### config.mk
export PLATFORM = sky130hd
export DESIGN_NAME = uart_tx_arbiter
export DESIGN_NICKNAME = d
export VERILOG_FILES = /design/src/rtl/uart_tx_arbiter.sv
export SDC_FILE = /design/constraint.sdc
export NUM_CORES = 1
export LEC_CHECK = 0
export CAP_MARGIN = 20
export CORE_AREA = 2 2 56 58
export CTS_BUF_LIST = sky130_fd_sc_hd__clkbuf_2 sky130_fd_sc_hd__clkbuf_4 sky130_fd_sc_hd__clkbuf_8
export DETAILED_ROUTE_END_ITERATION = 10
export DIE_AREA = 0 0 58 60
export GPL_ROUTABILITY_DRIVEN = 0
export PLACE_DENSITY = 0.81
export SETUP_SLACK_MARGIN = 0.3
export SKIP_LAST_GASP = 1
export SLEW_MARGIN = 10
export SYNTH_ARGS = -nofsm -noshare
export SYNTH_HDL_FRONTEND = slang
export SYNTH_SLANG_ARGS = --single-unit
### constraint.sdc
create_clock -name clk -period 2.1 [get_ports clk]
set_input_delay 0.42 -clock clk [delete_from_list [all_inputs] [get_ports clk]]
set_output_delay 0.42 -clock clk [all_outputs]
set_load 0.05 [all_outputs]
### src/rtl/uart_tx_arbiter.sv
// Message-granular round-robin arbiter sharing one UART transmitter among NREQ byte-lane reporters.
// Define ARB_TIMEOUT_EN to build the idle-lock timeout; without it timeout_err is tied low.

module uart_tx_arbiter #(
  parameter int unsigned NREQ    = 4,
  parameter int unsigned IDW     = 2,
  parameter int unsigned TIMEOUT = 65535
) (
  input  logic              clk,
  input  logic              reset,
  input  logic [NREQ-1:0]   req_valid,
  input  logic [8*NREQ-1:0] req_byte,
  input  logic [NREQ-1:0]   req_last,
  output logic [NREQ-1:0]   req_ack,
  output logic [7:0]        tx_byte,
  output logic              tx_req,
  input  logic              tx_busy,
  output logic              grant_active,
  output logic [IDW-1:0]    grant_id,
  output logic              timeout_err
);

  typedef enum logic [1:0] {StIdle, StLocked, StGuard} state_e;

  state_e state_q, state_d;

  logic [IDW-1:0]  last_grant_q, last_grant_d;
  logic [IDW-1:0]  grant_id_q, grant_id_d;
  logic            grant_active_q, grant_active_d;
  logic            release_q, release_d;
  logic            tx_req_q, tx_req_d;
  logic [7:0]      tx_byte_q, tx_byte_d;
  logic [NREQ-1:0] req_ack_q, req_ack_d;
  logic            timeout_err_q, timeout_err_d;

  logic            any_valid;
  logic            sel_valid;
  logic            sel_last;
  logic [7:0]      sel_byte;
  logic            accept;
  logic            to_fire;
  logic            found;
  logic [IDW-1:0]  winner;
  logic [IDW-1:0]  cand_id;
  int unsigned     cand;

  assign any_valid = |req_valid;
  assign sel_valid = req_valid[grant_id_q];
  assign sel_last  = req_last[grant_id_q];
  assign sel_byte  = req_byte[8*grant_id_q +: 8];
  assign accept    = (state_q == StLocked) && sel_valid && !tx_busy;

  // Round-robin search starting just after the previous grant, wrapping modulo NREQ.
  always_comb begin
    found   = 1'b0;
    winner  = '0;
    cand    = 0;
    cand_id = '0;
    for (int unsigned k = 1; k <= NREQ; k++) begin
      cand    = (32'(last_grant_q) + k) % NREQ;
      cand_id = IDW'(cand);
      if (!found && req_valid[cand_id]) begin
        found  = 1'b1;
        winner = cand_id;
      end
    end
  end

`ifdef ARB_TIMEOUT_EN
  logic [15:0] to_cnt_q, to_cnt_d;

  // Counts starved LOCKED cycles; a busy UART with a valid lane does not count as starvation.
  always_comb begin
    to_cnt_d = to_cnt_q;
    to_fire  = 1'b0;
    if (state_q != StLocked || accept) begin
      to_cnt_d = '0;
    end else if (!sel_valid) begin
      if ({1'b0, to_cnt_q} + 17'd1 == 17'(TIMEOUT)) begin
        to_fire  = 1'b1;
        to_cnt_d = '0;
      end else begin
        to_cnt_d = to_cnt_q + 16'd1;
      end
    end
  end

  always_ff @(posedge clk) begin
    if (reset) begin
      to_cnt_q <= '0;
    end else begin
      to_cnt_q <= to_cnt_d;
    end
  end
`else
  assign to_fire = 1'b0;
`endif

  // Next-state logic.
  always_comb begin
    state_d = state_q;
    case (state_q)
      StIdle: begin
        if (any_valid) state_d = StLocked;
      end
      StLocked: begin
        if (accept) begin
          state_d = StGuard;
        end else if (to_fire) begin
          state_d = StIdle;
        end
      end
      StGuard: begin
        state_d = release_q ? StIdle : StLocked;
      end
      default: state_d = StIdle;
    endcase
  end

  // Next values of the registered outputs and grant bookkeeping.
  always_comb begin
    last_grant_d   = last_grant_q;
    grant_id_d     = grant_id_q;
    grant_active_d = grant_active_q;
    release_d      = release_q;
    tx_byte_d      = tx_byte_q;
    tx_req_d       = 1'b0;
    req_ack_d      = '0;
    timeout_err_d  = 1'b0;
    case (state_q)
      StIdle: begin
        if (any_valid) begin
          grant_id_d     = winner;
          last_grant_d   = winner;
          grant_active_d = 1'b1;
        end
      end
      StLocked: begin
        if (accept) begin
          tx_byte_d = sel_byte;
          tx_req_d  = 1'b1;
          release_d = sel_last;
          for (int unsigned i = 0; i < NREQ; i++) begin
            req_ack_d[i] = (grant_id_q == IDW'(i));
          end
        end else if (to_fire) begin
          timeout_err_d  = 1'b1;
          grant_active_d = 1'b0;
        end
      end
      StGuard: begin
        if (release_q) grant_active_d = 1'b0;
      end
      default: ;
    endcase
  end

  always_ff @(posedge clk) begin
    if (reset) begin
      state_q        <= StIdle;
      last_grant_q   <= IDW'(NREQ - 1);
      grant_id_q     <= '0;
      grant_active_q <= 1'b0;
      release_q      <= 1'b0;
      tx_byte_q      <= 8'h00;
      tx_req_q       <= 1'b0;
      req_ack_q      <= '0;
      timeout_err_q  <= 1'b0;
    end else begin
      state_q        <= state_d;
      last_grant_q   <= last_grant_d;
      grant_id_q     <= grant_id_d;
      grant_active_q <= grant_active_d;
      release_q      <= release_d;
      tx_byte_q      <= tx_byte_d;
      tx_req_q       <= tx_req_d;
      req_ack_q      <= req_ack_d;
      timeout_err_q  <= timeout_err_d;
    end
  end

  assign req_ack      = req_ack_q;
  assign tx_byte      = tx_byte_q;
  assign tx_req       = tx_req_q;
  assign grant_active = grant_active_q;
  assign grant_id     = grant_id_q;
  assign timeout_err  = timeout_err_q;

endmodule
# Yosys cells after proc, flatten, opt, wreduce, memory -nomap -nowiden
# Cells that the tools add are included.
# Widths: inputs -> output; s select.
[op_classes] bitwise=2 shift=1 reduce_logical=19 n_mux=27 magnitude_cmp=5 n_eq_ne=8 n_addsub=4
[op_table] op="$shiftx 32x6->8" n=1
[op_table] op="$lt 2x3->1 const B" n=5
[op_table] op="$mux 1" n=13
[op_table] op="$bmux 1 s2" n=6
[op_table] op="$mux 2" n=6
[op_table] op="$eq 2x2->1 const B" n=3
[op_table] op="$ne 2x2->1 const B" n=3
[op_table] op="$pmux 2 s3" n=1
[op_table] op="$reduce_and 2->1" n=3
[op_table] op="$logic_and 1x1->1" n=5
[op_table] op="$add 2x1->2 const B" n=2
[op_table] op="$add 2x2->2 const B" n=2
[op_table] op="$eq 2x1->1 const B" n=2
[op_table] op="$logic_not 1->1" n=4
[op_table] op="$logic_not 2->1" n=2
[op_table] op="$reduce_or 4->1" n=1
[op_table] op="$reduce_and 3->1" n=1
[op_table] op="$reduce_or 3->1" n=1
[op_table] op="$not 1->1" n=2
[op_table] op="$pmux 1 s2" n=1
[op_table] op="$reduce_bool 2->1" n=1
[op_table] op="$reduce_or 2->1" n=1
[word_totals] ff_bits=21 word_cells=74 output_inout_bits=17

# Logic depth before layout (Yosys ltp)
# Gate-level depths: netlist of run 1.
[logic_depth] word_depth=13 mapped_depth=6 mapped_depth_nobuf=5

# Worst setup path after synthesis of run 1
# No wires, ideal clock.
[synth_timing] kind="register to register" start="register grant_id_q[1], in the netlist grant_id[1]" end="register req_ack_q[3], in the netlist req_ack[3]" period_less_slack_ps=1955 n_path_buf=1 stages_incl_launch_ff=7 slack_ps=145 arrival_time_ps=1840 path_cell_list="dfxtp_1 -> buf_6 -> mux4_2 -> nand2_4 -> or2_4 -> inv_2 -> and3_1"
[synth_via] elab_chain_cells=6 word_cells_on_any_way=7 cone_classes="eq/ne (1); mux (2); bitwise (1); reduce/logical (3)"
[synth_rtl] element="start, declared" line_no="28" text="logic [IDW-1:0] grant_id_q, grant_id_d;"
[synth_rtl] element="start signal, assigned" line_no="172" text="grant_id_q <= grant_id_d;"
[synth_rtl] element="$bmux 1 s2" line_no="48" text="assign sel_valid = req_valid[grant_id_q];"
[synth_rtl] element="$mux 1 (not written as such)" line_no="48"
[synth_rtl] element="$logic_and 1x1->1 (2 in a row)" line_no="51" text="assign accept = (state_q == StLocked) && sel_valid && !tx_busy;"
[synth_rtl] element="$not 1->1 (no line)"
[synth_rtl] element="$reduce_or 3->1 (no line)"
[synth_rtl] element="end signal, assigned" line_no="177" text="req_ack_q <= req_ack_d;"
[synth_rtl] element="end, declared" line_no="33" text="logic [NREQ-1:0] req_ack_q, req_ack_d;"
# Several ways; a longest one is shown, not always the timed one. The select of a mux whose other input is x is not followed.
# A chain may end at the register's enable or synchronous reset.

# Worst setup path after layout of run 1
[layout_timing] start="input req_valid[0]" end="register grant_id_q[1], in the netlist grant_id[1]"
[layout_via] elab_chain_cells=12 word_cells_on_any_way=23 cone_classes="mux (15); reduce/logical (8)"
[layout_rtl] element="start, declared" line_no="11" text="input logic [NREQ-1:0] req_valid,"
[layout_rtl] element="$bmux 1 s2" line_no="62" text="if (!found && req_valid[cand_id]) begin"
[layout_rtl] element="$mux 1 (not written as such)" line_no="62"
[layout_rtl] element="$mux 1" line_no="62"
[layout_rtl] element="$logic_not 1->1" line_no="62"
[layout_rtl] element="$logic_and 1x1->1" line_no="62"
[layout_rtl] element="$mux 1" line_no="62"
[layout_rtl] element="$logic_not 1->1" line_no="62"
[layout_rtl] element="$logic_and 1x1->1" line_no="62"
[layout_rtl] element="$mux 1" line_no="62"
[layout_rtl] element="$logic_not 1->1" line_no="62"
[layout_rtl] element="$logic_and 1x1->1" line_no="62"
[layout_rtl] element="$mux 2" line_no="62"
# Several ways; a longest one is shown, not always the timed one. The select of a mux whose other input is x is not followed.

==> results of run 1 <==
worst paths after layout:
check               startpoint           end  cells after the start
setup / recovery  req_valid[0]   grant_id[1]                      6
hold reg to reg   grant_active  grant_active                      2
hold / removal    grant_active  grant_active                      2
setup reg to reg   grant_id[0]    tx_byte[2]                      5
synthesized netlist by cell type, drive strengths merged:
library cell	count	share of area
conb	1	0.0035
or2b	1	0.0070
o21bai	1	0.0070
o22ai	1	0.0059
clkbuf	1	0.0035
buf	5	0.032
or3b	1	0.0082
nand3b	2	0.014
a21oi	4	0.019
nor3b	3	0.021
nand2	4	0.021
mux4	10	0.21
nor3	2	0.0094
nand2b	2	0.012
mux2i	10	0.094
or2	1	0.0082
o41ai	1	0.015
a2111o	1	0.011
a211oi	1	0.0070
nor2b	3	0.018
nor2	11	0.039
o21ai	3	0.014
inv	4	0.014
a31oi	1	0.0059
dfxtp	21	0.39
and3	1	0.0059
critical path: stages:
cell and delay (ns):
clkdlybuf4s50_1 0.43, buf_4 0.15, o41ai_2 0.53, buf_4 0.22, nand2_1 0.05, a21oi_1 0.13
through the flow:
| step | hold WS (ns) | worst slack [ns] |
|---|---|---|
| 3_5_place_dp | 0.468 | -0.0206 |
| 5_1_grt | 0.523 | 0.306 |
| 4_1_cts | 0.482 | 0.303 |
| 6_report | 0.476 | 0.398 |
| 3_3_place_gp | 0.460 | 0.0503 |
| 2_1_floorplan | 0.479 | 0.319 |
registers in the layout (all words and copies together), names as in the netlist:
name,flops
state_q,2
req_ack,4
grant_id,2
last_grant_q,2
grant_active,1
release_q,1
tx_req,1
tx_byte,8
metal layers:
| layer | GRT usage | wire length, um | up-vias |
|---|---|---|---|
| met5 | 0 | 0 | - |
| met4 | 0.106 | 61 | 0 |
| li1 | - | - | 478 |
| met3 | 0.0346 | 233 | 8 |
| met2 | 0.326 | 1480 | 53 |
| met1 | 0.176 | 1050 | 473 |
area by class of cell:
class | count | area, sq um | area share
Inverter | 4 | 15.0 | 0.00870
Multi-Input combinational cell | 65 | 593 | 0.343
Tap cell | 33 | 41.3 | 0.0239
Timing Repair Buffer | 65 | 624 | 0.362
Sequential cell | 21 | 423 | 0.245
Clock buffer | 4 | 30.0 | 0.0174
power by group:
part / switching, mW / internal (mW) / total [mW]
Sequential: 0.0361 / 0.427 / 0.463
Combinational: 0.166 / 0.200 / 0.366
Clock: 0.112 / 0.0867 / 0.198
Total: 0.314 / 0.714 / 1.03
logic make-up (layout without fill, tap and decap cells):
logic type | Yosys count | after routing | synth area share
mux | 20 | 20 | 0.305
compound gates | 13 | 13 | 0.0845
flops | 21 | 21 | 0.394
other cells | 1 | 1 | 0.00352
buf+inv | 10 | 73 | 0.0493
simple gates | 31 | 31 | 0.163
repair_timing:
action	in CTS	in global routing
setup endpoints to repair	15	7
hold buffers	0	0
resized for setup	15	1
setup buffers	0	0
placed cells by master, fill, tap and decap left out, drive strengths merged:
cell / synthesis / final
a2111o: 1 / 1
a211oi: 1 / 1
a21oi: 4 / 4
a31oi: 1 / 1
and3: 1 / 1
buf: 5 / 9
clkbuf: 1 / 4
clkdlybuf4s50: 0 / 40
conb: 1 / 1
dfxtp: 21 / 21
dlygate4sd2: 0 / 15
dlymetal6s2s: 0 / 1
inv: 4 / 4
mux2i: 10 / 10
mux4: 10 / 10
nand2: 4 / 4
nand2b: 2 / 2
nand3b: 2 / 2
nor2: 11 / 11
nor2b: 3 / 3
nor3: 2 / 2
nor3b: 3 / 3
o21ai: 3 / 3
o21bai: 1 / 1
o22ai: 1 / 1
o41ai: 1 / 1
or2: 1 / 1
or2b: 1 / 1
or3b: 1 / 1
==> results_dict.tcl, run 1 <==
set metrics [dict create \
    post-dp-hpwl_um 2220 \
    grt_use_total 0.174 \
    first_pass_iters 6 \
    finClkSkew_ns 0.00433 \
    final_layout_size_suffix_gt1_frac 0.189 \
    cts_tree "yes" \
    stdcell_count 192 \
    synth-seq-cells 21 \
    hp-class "reg2reg" \
    row_count 20 \
    arrival_ns 1.93 \
    dp_cells 188 \
    maxSlewViolCount 0 \
    die_h_um 60 \
    critPathMaxFanout 5 \
    cts_buffers 3 \
    nFillCells 254 \
    finalSetupTns_ns 0 \
    syn-num-nets 139 \
    syn_inst 96 \
    drv_cap 0 \
    ys_seq_area_frac 0.394 \
    start_util 0.367 \
    crit_type "in2reg" \
    fin_crit_sh 0.811 \
    drt_iter0_drc 15 \
    r2r_setup_slack_ns 0.50 \
    clkSlewWorstSetupHoldPaths_ns 0.11 \
    finalSetupViolations 0 \
    rsz0062_at_grt "no" \
    p_leak_nw 0.799 \
    ys_warn_count 0 \
    ant_nets 0 \
    drc 0 \
    postLayoutCoreUtil 0.595 \
    crit_path_start_kind "primary input" \
    cts-root-buf "clkbuf_4" \
    syn_area_sq_mm 0.00107 \
    core_area_sq_mm 0.00290 \
    final_hold_viol_count 0 \
    h-tree-depth 1 \
    antenna_found_initial 0 \
    placed_area_sq_mm 0.00171 \
    ioPinCount 60 \
    worstPathRequired_ns 2.33 \
    io_buffer_count 58 \
    vdd_drop_max_mv 0.427 \
    tightestPinTransition_ns 0.515 \
    overflow 0 \
    synth_cell_types 30 \
    final_nets 203 \
    syn_area_per_cell_sq_um 11.1 \
    status "complete, no violations" \
    grt_pass1_wl_um 4530 \
    dieArea_sq_mm 0.00348 \
    num_vias 1012 \
    post_drt_wl_per_cell_um 14.7 \
    grt_pass1_vias 1035 \
    insertion_delay_ns 0.29 \
    antenna_cells 0 \
    die_width_um 58 \
    cts.sinks 21 \
    power_mw 1.03 \
    slew-limit-headroom 0.653 \
    fin_crit_ns 1.70 \
    routed_wl_um 2820 \
    grt_max_degree 16 \
    finalInstanceArea_sq_mm 0.00173 \
    area.growth.synth_to_final_pct 62.0 \
    clock_path_buffers 2 \
    routed_via_density 5.27 \
    max_freq_mhz 588 \
    endpoint_kind "register" \
    power_density_mw_per_mm2 595 \
]
Note: power is estimated with default switching activity, not from simulation.
==> run 2: changes to the inputs <==
==> constraint.sdc (replaced) <==
create_clock -name clk -period 1.7 [get_ports clk]
set_input_delay 0.34 -clock clk [delete_from_list [all_inputs] [get_ports clk]]
set_output_delay 0.34 -clock clk [all_outputs]
set_load 0.05 [all_outputs]
==> run 2 against run 1 <==
Against the previous run:
- via count rose by 3.0%
- utilization rose by 3.7 points
- sequential share of layout area shrank 1.1 points
- first-iteration DRC count rose to 2.6 times the previous value
- sequential power increased by 21%
- routed wire length is 4.7% higher
- critical path type is now reg2reg
==> results_dict.tcl, run 2 (synthesized netlist as in run 1, its figures left out) <==
set metrics [dict create \
    status "complete, no violations" \
    hp-class "reg2reg" \
    intPower_uw 925 \
    seqPwrFrac 0.414 \
    grt_pass1_wl_um 4440 \
    arrival_ns 1.71 \
    cts.sinks 21 \
    grt_pass1_vias 1014 \
    dieArea_sq_mm 0.00348 \
    cpMaxStageDelayCell "mux4_2" \
    cts_tree "yes" \
    drt-met1-wl_um 1170 \
    drc 0 \
    post-dp-hpwl_um 2300 \
    num_vias 1042 \
    maxUsedRoutingLayer "met4" \
    io_buffer_count 58 \
    row_count 20 \
    ant_nets 0 \
    insertion_delay_ns 0.32 \
    vdd_drop_max_mv 0.547 \
    grt_max_degree 16 \
    mostFrequentLayoutCells "37 x clkdlybuf4s50_1, 26 x buf_4, 19 x dfxtp_1, 11 x nor2_1" \
    clock_path_buffers 2 \
    area.growth.synth_to_final_pct 71.9 \
    h-tree-depth 1 \
    postLayoutCoreUtil 0.631 \
    power_density_mw_per_mm2 739 \
    rsz0062_at_grt "yes" \
    hold_slack_ns 0.482 \
    layout_commonest_cell "clkdlybuf4s50_1" \
    dp_cells 193 \
    crit_type "reg2reg" \
    drt_iter0_drc 39 \
    combPwrFrac 0.400 \
    core_area_sq_mm 0.00290 \
    worstPathRequired_ns 1.93 \
    final_layout_size_suffix_gt1_frac 0.329 \
    critPathMaxFanout 7 \
    finalSetupTns_ns 0 \
    maxSlewViolCount 0 \
    largest_register_ffs 8 \
    finClkSkew_ns 0.00476 \
    fin_crit_ns 1.48 \
    power_mw 1.36 \
    die_width_um 58 \
    stdcell_count 200 \
    crit_path_start_kind "register" \
    antenna_found_initial 0 \
    post_drt_wl_per_cell_um 14.8 \
    final_hold_viol_count 0 \
    die_h_um 60 \
    routed_via_density 5.21 \
    final_nets 211 \
    clkSlewWorstSetupHoldPaths_ns 0.12 \
    p_leak_nw 0.819 \
    fin_crit_sh 0.871 \
    p_switching_uw 430 \
    met2_length_um 1470 \
    overflow 0 \
    finalSetupViolations 0 \
    antenna_cells 0 \
    ioPinCount 60 \
    first_pass_iters 4 \
    cts_buffers 3 \
    endpoint_kind "register" \
    slowest_delay_ns 0.54 \
    start_util 0.367 \
    nFillCells 222 \
    worstPathCellList "mux4_2, nand2_4, buf_12, mux2i_1, nor2_1" \
    drv_cap 0 \
    grt_use_total 0.173 \
    max_freq_mhz 675 \
    clock_power_share 0.187 \
    cts-root-buf "clkbuf_4" \
    routed_wl_um 2960 \
    sw_frac_of_total 0.317 \
    route.met3.wl_um 237 \
]
[run 2: cell count changes in the layout (fill, tap and decap cells not counted), moves of 2 or more]
cell / before / now
clkdlybuf4s50_1: 40 / 37
buf_12: 1 / 5
nor3b_2: 0 / 2
buf_4: 8 / 26
dfxtp_4: 0 / 2
dfxtp_2: 2 / 0
dlygate4sd2_1: 15 / 4
nor3b_1: 3 / 1
[run 2: worst paths after layout]
check             depth (start not counted)          from  slack (ns)      endpoint
setup / recovery                          5   grant_id[1]        0.22    tx_byte[1]
hold / removal                            2  grant_active        0.48  grant_active
setup reg to reg                          5   grant_id[1]        0.22    tx_byte[1]
hold reg to reg                           2  grant_active        0.48  grant_active
[run 2: repair_timing]
| action | in CTS | in global routing |
|---|---|---|
| buffers inserted | 3 | 0 |
| resized for setup | 5 | 3 |
| pin swaps | 3 | 6 |
| endpoints found under the setup margin | 23 | 16 |
| hold buffers | 0 | 0 |
| endpoints found under the hold margin | 0 | 0 |
[run 2: metrics by stage]
step / cell area [sq um] / worst slack, ns
after floorplan: 1080 / 0.0287
after global placement: 1750 / -0.234
after detailed placement: 1750 / -0.314
after CTS: 1820 / 0.205
after global routing: 1830 / 0.164
final: 1830 / 0.219
[run 2: cell type report]
cell class / instances / area, sq um / share of cell area
well taps: 33 / 41.3 / 0.0225
multi-input cells: 65 / 608 / 0.332
clock buffers: 3 / 22.5 / 0.0123
flip-flops and latches: 21 / 428 / 0.233
repair buffers: 73 / 713 / 0.389
clock inverters: 1 / 5.00 / 0.00273
inverters: 4 / 15.0 / 0.00819
[run 2: per-layer routing]
metal	global-route usage	vias up
met2	0.308	61
met1	0.195	484
li1	-	489
met5	0	-
met4	0.116	0
met3	0.0173	8
[run 2: critical path, delay by kind of cell, from the launching register on]
family	cells	cell delay (ns)
buffers and inverters	1	0.13
flip-flops	1	0.37
multiplexers	2	0.74
AND/OR/NAND/NOR	2	0.16
[run 2: power by group through the flow]
stage	logic (mW)	registers [mW]	clock network, mW
global placement	0.475	0.587	0
finish	0.542	0.561	0.253
detailed placement	0.486	0.590	0
floorplan	0.219	0.636	0
CTS	0.542	0.560	0.261
global route	0.576	0.565	0.269
==> run 3: changes to the inputs <==
--- a/config.mk
+++ b/config.mk
@@ -14,7 +14,6 @@
 export PLACE_DENSITY = 0.81
 export SETUP_SLACK_MARGIN = 0.3
 export SKIP_LAST_GASP = 1
-export SLEW_MARGIN = 10
 export SYNTH_ARGS = -nofsm -noshare
 export SYNTH_HDL_FRONTEND = slang
 export SYNTH_SLANG_ARGS = --single-unit
==> results of run 3 <==
No change in the layout: final DEF, timing and power equal those of run 2.
